<file path="config.mk">
export PLATFORM = sky130hd
export DESIGN_NAME = key_scan_debounce
export DESIGN_NICKNAME = d
export VERILOG_FILES = /design/src/rtl/organ_pkg.sv /design/src/rtl/key_debounce_bit.sv /design/src/rtl/key_scan_debounce.sv
export SDC_FILE = /design/constraint.sdc
export NUM_CORES = 1
export LEC_CHECK = 0
export CAP_MARGIN = 20
export CORE_UTILIZATION = 50
export CTS_CLUSTER_DIAMETER = 50
export DETAILED_ROUTE_END_ITERATION = 8
export PLACE_DENSITY = 0.71
export SETUP_SLACK_MARGIN = 0.1
export SYNTH_ARGS = -nofsm -noshare
export SYNTH_HDL_FRONTEND = slang
export SYNTH_SLANG_ARGS = --single-unit
</file>
<file path="constraint.sdc">
create_clock -name clk_in -period 2.85 [get_ports clk_in]
set_input_delay 0.4275 -clock clk_in [delete_from_list [all_inputs] [get_ports clk_in]]
set_output_delay 0.4275 -clock clk_in [all_outputs]
set_load 0.01 [all_outputs]
</file>
<file path="src/rtl/organ_pkg.sv">
// rtl/organ_pkg.sv - shared constants, types and key-code encoding for the organ key front end
//
// Purpose : common definitions for the key scan / debounce stage.
// Contents: NKEY, key bit-order bases, select FSM state type, key_code encoding.
package organ_pkg;

  localparam int NKEY         = 14;
  localparam int KEYS_PER_ROW = 7;
  localparam int LOW_BASE     = 0;  // low 1..7    -> bits 0..6
  localparam int MID_BASE     = 7;  // middle 1..7 -> bits 7..13
  localparam int KEY_IDX_W    = $clog2(NKEY);
  localparam int KEY_CODE_W   = 4;

  localparam logic [KEY_CODE_W-1:0] KEY_CODE_NONE = '0;

  typedef enum logic {
    IDLE = 1'b0,
    HOLD = 1'b1
  } sel_state_t;

  // key_code is the selected bit index plus one, so zero is free to mean "none".
  function automatic logic [KEY_CODE_W-1:0] key_code_of(input logic [KEY_IDX_W-1:0] idx);
    return idx + 1'b1;
  endfunction

endpackage

</file>
<file path="src/rtl/key_debounce_bit.sv">
// rtl/key_debounce_bit.sv - two-flop synchroniser and tick-sampled debouncer for one key
//
// Purpose : turn one asynchronous, bouncing button into a clean `stable` level.
// Ports   : clk_in   - system clock
//           rst      - asynchronous active-low reset
//           i_tick   - shared debounce sample strobe, one clk_in cycle wide
//           i_raw    - raw button level, 1 = pressed, asynchronous
//           o_stable - debounced level
module key_debounce_bit #(
  parameter int DEB_CNT = 20
) (
  input  logic clk_in,
  input  logic rst,
  input  logic i_tick,
  input  logic i_raw,
  output logic o_stable
);

  localparam int CNT_W = $clog2(DEB_CNT + 1);

  logic             r_sync1;
  logic             r_sync2;
  logic             r_stable;
  logic [CNT_W-1:0] r_cnt;
  logic [CNT_W-1:0] w_cnt_inc;

  assign w_cnt_inc = r_cnt + 1'b1;

  always_ff @(posedge clk_in or negedge rst) begin
    if (!rst) begin
      r_sync1  <= 1'b0;
      r_sync2  <= 1'b0;
      r_stable <= 1'b0;
      r_cnt    <= '0;
    end else begin
      r_sync1 <= i_raw;
      r_sync2 <= r_sync1;
      if (i_tick) begin
        if (r_sync2 == r_stable) begin
          // Any agreeing sample restarts the run, so a glitch must persist.
          r_cnt <= '0;
        end else if (w_cnt_inc == CNT_W'(DEB_CNT)) begin
          r_stable <= ~r_stable;
          r_cnt    <= '0;
        end else begin
          r_cnt <= w_cnt_inc;
        end
      end
    end
  end

  assign o_stable = r_stable;

endmodule

</file>
<file path="src/rtl/key_scan_debounce.sv">
// rtl/key_scan_debounce.sv - debounce 14 organ buttons and latch a single one-hot key
//
// Purpose : synchronise and debounce the raw buttons, then select one key
//           (lowest index wins, held until released) for the tone stage.
// Ports   : clk_in    - system clock
//           rst       - asynchronous active-low reset
//           key_raw   - raw buttons, 1 = pressed (bit 0 low 1 .. bit 13 middle 7)
//           Key       - selected key, one-hot or zero, registered
//           key_code  - 0 = none, else selected index + 1, registered
//           key_valid - high while Key is nonzero
//           key_event - one-cycle pulse in the cycle Key takes a new value
module key_scan_debounce
  import organ_pkg::*;
#(
  parameter int TICK_DIV = 6000,
  parameter int DEB_CNT  = 20
) (
  input  logic                  clk_in,
  input  logic                  rst,
  input  logic [NKEY-1:0]       key_raw,
  output logic [NKEY-1:0]       Key,
  output logic [KEY_CODE_W-1:0] key_code,
  output logic                  key_valid,
  output logic                  key_event
);

  localparam int TICK_W = $clog2(TICK_DIV);

  logic [TICK_W-1:0]     r_tick_cnt;
  logic                  w_tick;
  logic [NKEY-1:0]       w_stable;
  logic                  w_any;
  logic [KEY_IDX_W-1:0]  w_low_idx;

  sel_state_t            r_state;
  sel_state_t            w_state_next;
  logic [NKEY-1:0]       r_key;
  logic [NKEY-1:0]       w_key_next;
  logic [KEY_CODE_W-1:0] r_code;
  logic [KEY_CODE_W-1:0] w_code_next;
  logic                  r_valid;
  logic                  r_event;

  // Sample strobe shared by all debouncers.
  assign w_tick = (r_tick_cnt == TICK_W'(TICK_DIV - 1));

  always_ff @(posedge clk_in or negedge rst) begin
    if (!rst) begin
      r_tick_cnt <= '0;
    end else if (w_tick) begin
      r_tick_cnt <= '0;
    end else begin
      r_tick_cnt <= r_tick_cnt + 1'b1;
    end
  end

  for (genvar g = 0; g < NKEY; g++) begin : g_deb
    key_debounce_bit #(
      .DEB_CNT (DEB_CNT)
    ) u_deb (
      .clk_in   (clk_in),
      .rst      (rst),
      .i_tick   (w_tick),
      .i_raw    (key_raw[g]),
      .o_stable (w_stable[g])
    );
  end

  assign w_any = |w_stable;

  // Priority: the low row beats the middle row, and within a row 1 beats 7.
  // Scanning from the weakest candidate upward leaves the strongest one.
  always_comb begin
    w_low_idx = '0;
    for (int i = KEYS_PER_ROW - 1; i >= 0; i--) begin
      if (w_stable[MID_BASE + i]) w_low_idx = KEY_IDX_W'(MID_BASE + i);
    end
    for (int i = KEYS_PER_ROW - 1; i >= 0; i--) begin
      if (w_stable[LOW_BASE + i]) w_low_idx = KEY_IDX_W'(LOW_BASE + i);
    end
  end

  always_comb begin
    w_state_next = r_state;
    w_key_next   = r_key;
    w_code_next  = r_code;
    case (r_state)
      IDLE: begin
        if (w_any) begin
          w_state_next = HOLD;
          w_key_next   = NKEY'(1) << w_low_idx;
          w_code_next  = key_code_of(w_low_idx);
        end else begin
          w_key_next  = '0;
          w_code_next = KEY_CODE_NONE;
        end
      end
      HOLD: begin
        // Only the latched key matters here; other presses wait for IDLE,
        // which is what produces the one-cycle zero gap between selections.
        if ((w_stable & r_key) == '0) begin
          w_state_next = IDLE;
          w_key_next   = '0;
          w_code_next  = KEY_CODE_NONE;
        end
      end
    endcase
  end

  always_ff @(posedge clk_in or negedge rst) begin
    if (!rst) begin
      r_state <= IDLE;
      r_key   <= '0;
      r_code  <= KEY_CODE_NONE;
      r_valid <= 1'b0;
      r_event <= 1'b0;
    end else begin
      r_state <= w_state_next;
      r_key   <= w_key_next;
      r_code  <= w_code_next;
      r_valid <= |w_key_next;
      r_event <= (w_key_next != r_key);
    end
  end

  assign Key       = r_key;
  assign key_code  = r_code;
  assign key_valid = r_valid;
  assign key_event = r_event;

endmodule

</file>
==> After elaboration in Yosys (flattened, before gate mapping) <==
Index checks and enable logic that the tools add are counted.
{ "totals": {"inputBits": 16, "out_inout_bits": 20, "word_cells": 209, "register_bits": 146} }
{ "op_classes": {"bitwise_logic": 30, "mux": 52, "reduce_logical": 17, "eq_ne": 31, "shifts": 1, "add_sub_neg": 16} }
{ "ops": {"columns": ["op", "count"], "rows": [
  ["$mux W5", 28],
  ["$add A5 B1 Y5 const B", 14],
  ["$eq A5 B5 Y1 const B", 14],
  ["$mux W4", 16],
  ["$reduce_and A3 Y1", 14],
  ["$not A1 Y1", 29],
  ["$mux W14", 2],
  ["$pmux W14 S2", 1],
  ["$reduce_or A14 Y1", 2],
  ["$and A14 B14 Y14", 1],
  ["$eq A1 B1 Y1", 14],
  ["$logic_not A14 Y1", 1],
  ["$ne A14 B14 Y1", 1],
  ["$shl A1 B4 Y14 const A", 1],
  ["$add A13 B1 Y13 const B", 1],
  ["$eq A13 B13 Y1 const B", 1],
  ["$mux W13", 1],
  ["$pmux W4 S2", 1],
  ["$add A4 B1 Y4 const B", 1],
  ["$mux W1", 2],
  ["$ne A2 B1 Y1 const B", 1],
  ["$pmux W1 S2", 1]
]} }

==> Depth between registers and ports, before layout <==
Gate-level depths: netlist of the first run.
{ "logic_depth": {"word_depth": 18, "depth_mapped": 13, "ltp_nobuf": 13} }

==> Cells and area by module <==
From an unflattened synthesis of the first run, not the netlist that was laid out.
{ "unflattened": {"hier_cells": 695, "area_unflattened_um2": 7598.5} }
{ "by_module_without_submodules": {"columns": ["mod", "instances", "seq_area_each_um2", "cells_each", "area_per_inst_um2"], "rows": [
  ["key_debounce_bit", 14, 200.2, 35, 397.9],
  ["key_scan_debounce", 1, 850.8, 205, 2028.2]
]} }

==> Least setup slack after synthesis of the first run <==
No wires, ideal clock.
{ "synth_path": {"path_kind": "register -> register", "start": "register g_deb[13].u_deb.r_stable", "end": "register r_event (netlist: key_event)", "synth_period_minus_slack_ps": 2953, "stages_incl_launch_ff": 13, "setup_ps": 138, "t_required_ps": 2712, "path_buffers": 0, "slack_ps": -103, "t_arrival_ps": 2815, "cell_sequence": "dfrtp_1 nor2b_1 o21bai_1 a21oi_1 o21ai_0 a21oi_1 o21ba_2 ha_1 inv_1 or4_1 a222oi_1 a31oi_1 or4_1"} }
{ "synth_between": {"elab_chain_cells": 18, "elab_cells_between_ends": 22, "cone_classes": "eq/ne (1); shift (1); mux (17); bitwise (1); reduce/logical (2)"} }
{ "synth_rtl": {"columns": ["item", "line", "text"], "rows": [
  ["start: declaration", "key_debounce_bit.sv:23", "logic r_stable;"],
  ["start signal: assignment", "key_debounce_bit.sv:43", "r_stable <= ~r_stable;"],
  ["$mux W4 (7 in series)", "key_scan_debounce.sv:76", "if (w_stable[MID_BASE + i]) w_low_idx = KEY_IDX_W'(MID_BASE + i);"],
  ["$mux W4 (7 in series)", "key_scan_debounce.sv:79", "if (w_stable[LOW_BASE + i]) w_low_idx = KEY_IDX_W'(LOW_BASE + i);"],
  ["$shl A1 B4 Y14", "key_scan_debounce.sv:91", "w_key_next = NKEY'(1) << w_low_idx;"],
  ["$mux W14", "key_scan_debounce.sv:89", "if (w_any) begin"],
  ["$pmux W14 S2 (*)", "key_scan_debounce.sv:87", "case (r_state)"],
  ["$ne A14 B14 Y1 (*)", "key_scan_debounce.sv:122", "r_event <= (w_key_next != r_key);"],
  ["end signal: assignment", "key_scan_debounce.sv:122", null],
  ["end: declaration", "key_scan_debounce.sv:42", "logic r_event;"]
]} }
Mark *: on every way between the ends. The rest lies on a longest branch, timed or not.
A chain may end at the register's enable or synchronous reset.

==> Worst setup path after layout of the first run <==
{ "layout_path": {"start": "register g_deb[11].u_deb.r_stable", "end": "register r_event (netlist: key_event)"} }
{ "layout_between": {"elab_chain_cells": 16, "elab_cells_between_ends": 20, "cone_classes": "eq/ne (1); shift (1); mux (15); bitwise (1); reduce/logical (2)"} }
{ "layout_rtl": {"columns": ["item", "line"], "rows": [
  ["start: declaration", "key_debounce_bit.sv:23"],
  ["start signal: assignment", "key_debounce_bit.sv:43"],
  ["$mux W4 (5 in series)", "key_scan_debounce.sv:76"],
  ["$mux W4 (7 in series)", "key_scan_debounce.sv:79"],
  ["$shl A1 B4 Y14", "key_scan_debounce.sv:91"],
  ["$mux W14", "key_scan_debounce.sv:89"],
  ["$pmux W14 S2 (*)", "key_scan_debounce.sv:87"],
  ["$ne A14 B14 Y1 (*)", "key_scan_debounce.sv:122"]
]} }
Marked as above.

==> results of run 1 <==
worst max path at each step:
| stage | startpoint | to | slack, ps | cells after the start |
|---|---|---|---|---|
| 2_1_floorplan | g_deb[13].u_deb.o_stable | key_event | 100 | 12 |
| 3_3_place_gp | g_deb[10].u_deb.o_stable | key_event | 40 | 11 |
| 3_5_place_dp | g_deb[10].u_deb.o_stable | key_event | -60 | 11 |
| 4_1_cts | g_deb[10].u_deb.o_stable | key_event | 50 | 11 |
| 5_1_grt | g_deb[9].u_deb.o_stable | key_event | -90 | 12 |
| 6_report | g_deb[11].u_deb.o_stable | key_event | 20 | 11 |
critical path, cell delays in order, from the launching register on:
cell	delay (ps)
dfrtp_1	420
o21ai_0	180
a211oi_1	90
nor3_1	230
or3_1	180
buf_4	130
ha_4	140
inv_4	40
or4_4	430
a222oi_1	340
a31oi_1	120
or4_1	410
final cells by class:
type                       count  area, sq um
clock buffer                  18          439
clock inverter                14          166
fill                        1167         5700
inverter                      23         88.8
multi-input combinational    518         3610
sequential                   146         3650
tap                          184          230
timing repair buffer          71          647
sequential cells by signal, summed over array words and instances, names as in the netlist:
name                  cells
r_state                   1
r_tick_cnt               13
key_event                 1
key_valid                 1
Key                      14
g_deb.u_deb.o_stable     14
g_deb.u_deb.r_sync2      14
g_deb.u_deb.r_sync1      14
key_code                  4
g_deb.u_deb.r_cnt        70
report_power, final:
group / internal [mW] / switching, mW / total, mW
Combinational: 0.0289 / 0.0510 / 0.0799
Sequential: 2.09 / 0.00873 / 2.10
Clock: 1.34 / 0.935 / 2.27
Total: 3.46 / 0.994 / 4.46
per-layer routing:
layer  global-route usage  wire length [um]  up-vias
li1                     -                 -     2719
met1                0.302              7550     2801
met2                0.352              7680      133
met3               0.0586               628       18
met4               0.0751               203        0
met5                    0                 0        -
cells in the final DEF, fill, tap and decap left out, drive strengths merged, types with 2 or more instances in the layout:
cell type        n
and3             8
clkdlybuf4s50   34
o31ai            7
nand4            3
xor2            18
and4             3
and2             2
or4              4
a21o            11
and3b           10
o21bai           4
nor2            32
a211oi           3
nor3            14
a21boi          15
o22ai            6
xnor2           38
a22oi           13
ha              31
clkbuf          18
nor4b           11
bufinv           2
a21oi            9
o21ai           69
dfrtp          146
clkinv           4
buf             37
nor4             6
nand2           69
mux2             4
inv             30
nor2b            9
nand2b           7
nor3b           19
a32o             5
a22o            33
nand3           37
cells by family after synthesis:
kind of cell,Yosys count,synth area share
AO/OA/AOI/OAI,190,0.175
buffers and inverters,49,0.0319
AND/OR/NAND/NOR,237,0.179
XOR/XNOR,56,0.0658
flip-flops,146,0.490
multiplexers,4,0.00605
adder cells (fa/ha/maj),31,0.0521
per-stage QoR:
stage	worst slack, ps	power [mW]	area (sq um)	cells
3_3_place_gp	38.4	2.22	8190	941
6_report	16.5	4.46	8830	974
2_1_floorplan	96.8	2.15	7470	713
4_1_cts	48.8	4.50	8810	974
3_5_place_dp	-61.8	2.22	8190	941
5_1_grt	-89.6	4.61	8830	974
timing repair:
action                                  in CTS  in global routing
endpoints found under the hold margin        0                  0
cloned                                       0                  0
setup buffers                                1                  0
resized for setup                            4                  5
endpoints found under the setup margin       1                  1
pin swaps                                    8                  2
==> impl_metrics.tcl, run 1 <==
set metrics [dict create \
    regToRegSetupSlack_ps 20 \
    first_global_vias 5483 \
    cts_sinks 146 \
    min_period_over_period 0.994 \
    first_pass_iters 8 \
    cp-end-kind "flip-flop" \
    clock.fmax_mhz 353 \
    dieWidth_um 124 \
    violations "negative hold slack" \
    ant_nets 0 \
    p_leak_nw 4.07 \
    syn_area_sq_um 7450 \
    ys_warn_count 0 \
    fin_setup_tns_ps 0 \
    numCtsBuffers 17 \
    powerDensity_nw_per_um2 504 \
    track_usage 0.225 \
    postSynthCellCount 713 \
    grt_max_degree 62 \
    synth_area_leaders "dfrtp_1 (49%), ha_1 (5.2%), o21ai_0 (4.6%)" \
    seq_area_frac_synth 0.490 \
    async_reset_ff_frac 1.00 \
    num_vias 5671 \
    slew_headroom 0.593 \
    finalCriticalPeriod_ps 2830 \
    synth_top_area_share 0.490 \
    final_core_util 0.608 \
    hold_class "in -> async" \
    drc_errors 0 \
    worstSetupPathType "reg -> reg" \
    cp-start-kind "flip-flop" \
    insertion_delay_ps 430 \
    drive_above_1_share 0.119 \
    place_hpwl_mm 11.1 \
    arrival_ps 3130 \
    setup_viol 0 \
    initial_core_util 0.513 \
    fp.dieH_um 124 \
    cap_violations 0 \
    max-vdd-ir-drop_uv 413 \
    path_clk_slew_ps 60 \
    rows 44 \
    areaGrowthSynthToFinish_pct 18.6 \
    synth-main-ff-cell "dfrtp_1" \
    final_nets 824 \
    yosysMostFrequentCell "dfrtp_1" \
    syn_nets 760 \
    slew_violations 0 \
    cts-root-buf "clkbuf_16" \
    synth_edf_count 0 \
    r2r-start "g_deb[11].u_deb.o_stable" \
    numPortBuffers 35 \
    io_pins 36 \
    worstPathMaxFanout 5 \
    wl_per_cell_um 16.5 \
    gp_congestion 0.889 \
    rsz0062_at_grt "true" \
    ys_seq_elements 146 \
    critical_path.reg2reg.endpoint "key_event" \
    drtIter0Drc 427 \
    whs_ps -22.2 \
    r2r_cells 11 \
    totalWireLength_mm 16.1 \
    ys_top_cells_by_count "dfrtp_1 (146), nand2_1 (69), o21ai_0 (68)" \
    core_sq_um 14500 \
    yosysUniqueCellTypes 59 \
    hold_buffers 0 \
    status "finished, violations left" \
    cts_tree "built" \
    grt_first_pass_wirelength_mm 26.7 \
    htree_levels 4 \
    overflow 0 \
    required_ps 3140 \
    synth_top_cell_by_area "dfrtp_1" \
    skew_ps 7.67 \
    cts.path.max_buffers 2 \
    drt-vias-per-instance 5.82 \
    antennaDiodeCount 0 \
    worst_pin_slew_ps 610 \
    avgSynthCellArea_sq_um 10.4 \
    hold_viol_final 32 \
    die_area_sq_um 15400 \
    antenna_found_initial 0 \
]
Power figures use the tool's default switching activity.
==> run 2: changes to the inputs <==
DONT_BUFFER_PORTS = 1   (was unset)
PLACE_DENSITY = 0.68   (was 0.71)
==> run 2 against run 1 <==
Against the previous run: the run still ends with negative hold slack left; wire length up 0.61%; die area unchanged; sequential share of layout area up 0.91 points; register-to-register slack about the same; core utilization down 1.3 points; critical path depth up 1; setup slack worse by 8.0 ps; cell area down 2.2%; highest routed layer unchanged.
==> impl_metrics.tcl, run 2 (synthesized netlist as in run 1, its figures left out) <==
set metrics [dict create \
    initial_core_util 0.513 \
    setup_viol 0 \
    final_cell_mix "dfrtp_1 (146), nand2_1 (69), o21ai_0 (66), buf_4 (51), xnor2_1 (38)" \
    required_ps 3140 \
    hold_buffers 2 \
    drc_errors 0 \
    cts-root-buf "clkbuf_16" \
    io_pins 36 \
    final_core_util 0.595 \
    num_vias 5649 \
    dieWidth_um 124 \
    core_sq_um 14500 \
    grt_first_pass_wirelength_mm 26.1 \
    hold_class "in -> async" \
    clock.fmax_mhz 352 \
    worstPathMaxFanout 5 \
    hold_viol_final 146 \
    slew_violations 0 \
    cts_tree "built" \
    whs_ps -302 \
    post_dp_cell_area_sq_um 7830 \
    cp-start-kind "flip-flop" \
    first_global_vias 5481 \
    cp-end-kind "flip-flop" \
    cts.path.max_buffers 2 \
    status "finished, violations left" \
    rsz0062_at_grt "true" \
    insertion_delay_ps 430 \
    wl_per_cell_um 16.9 \
    drive_above_1_share 0.151 \
    largest_reg_flops 70 \
    powerDensity_nw_per_um2 505 \
    antenna_found_initial 0 \
    numPortBuffers 0 \
    track_usage 0.220 \
    gp_congestion 0.926 \
    p_leak_nw 4.03 \
    place_hpwl_mm 11.0 \
    worst_pin_slew_ps 602 \
    worstSetupPathType "reg -> reg" \
    grt_max_degree 147 \
    cts_sinks 146 \
    fp.dieH_um 124 \
    htree_levels 4 \
    cap_violations 0 \
    overflow 0 \
    first_pass_iters 6 \
    max-vdd-ir-drop_uv 452 \
    numCtsBuffers 17 \
    rows 44 \
    slew_headroom 0.599 \
    finalCriticalPeriod_ps 2840 \
    areaGrowthSynthToFinish_pct 16.0 \
    top_register "g_deb.u_deb.r_cnt" \
    postLayoutCellArea_sq_um 8640 \
    drtIter0Drc 306 \
    drt-vias-per-instance 5.90 \
    min_period_over_period 0.997 \
    totalWireLength_mm 16.2 \
    final_common_cell "dfrtp_1" \
    path_clk_slew_ps 70 \
    die_area_sq_um 15400 \
    arrival_ps 3130 \
    ant_nets 0 \
    final_nets 807 \
    violations "negative hold slack" \
    skew_ps 9.68 \
    antennaDiodeCount 0 \
]
==> run 2: where the power goes <==
part / switching [mW] / internal [mW]
registers: 0.00939 / 2.09
clock network: 0.975 / 1.27
logic: 0.00869 / 0.00906
total: 0.993 / 3.37
==> run 2: final cells by class <==
type,count,area (sq um)
clock buffers,18,439
clock inverters,14,160
fillers,1194,5890
inverters,23,86.3
multi-input cells,518,3650
flip-flops and latches,146,3650
well taps,184,230
repair buffers,54,423
==> run 2: final timing paths <==
check	from	to	slack, ps	cells after the start
max reg2reg	g_deb[12].u_deb.o_stable	key_event	8	12
min	rst	r_tick_cnt[4]	-300	0
max in group asynchronous	rst	g_deb[6].u_deb.r_cnt[0]	2980	0
min in group clk_in	key_raw[2]	g_deb[2].u_deb.r_sync1	30	0
min reg2reg	g_deb[11].u_deb.r_sync1	g_deb[11].u_deb.r_sync2	350	0
max	g_deb[12].u_deb.o_stable	key_event	8	12
==> run 2: critical path, cell delays in order, from the launching register on <==
cell	delay (ps)
dfrtp_1	400
nor2b_2	120
o21bai_1	80
a21oi_2	160
o21ai_2	90
a21oi_2	200
o21ba_4	170
ha_4	130
inv_2	50
or4_4	430
a222oi_1	330
a31oi_1	130
or4_1	410
==> run 2: routing by layer <==
| layer | wire, um | GRT usage |
|---|---|---|
| met1 | 7300 | 0.289 |
| met2 | 7910 | 0.354 |
| met3 | 695 | 0.0572 |
| met4 | 252 | 0.0737 |
| met5 | 0 | 0 |
==> run 2: repair_timing <==
| action | CTS | global route |
|---|---|---|
| endpoints found under the setup margin | 1 | 2 |
| endpoints found under the hold margin | 148 | 146 |
| gates cloned | 0 | 0 |
| buffers inserted | 13 | 3 |
| resized for setup | 7 | 10 |
| pin swaps | 12 | 7 |
==> run 2: per-stage QoR <==
stage                     power (mW)  setup slack [ps]  setup TNS (ps)  cells
after floorplan                 2.15              96.8               0    713
after global routing            4.51              -179            -179    957
after detailed placement        2.16             -29.9           -29.9    907
after global placement          2.16              55.9               0    907
after CTS                       4.42              73.1               0    954
final                           4.37              8.44               0    957
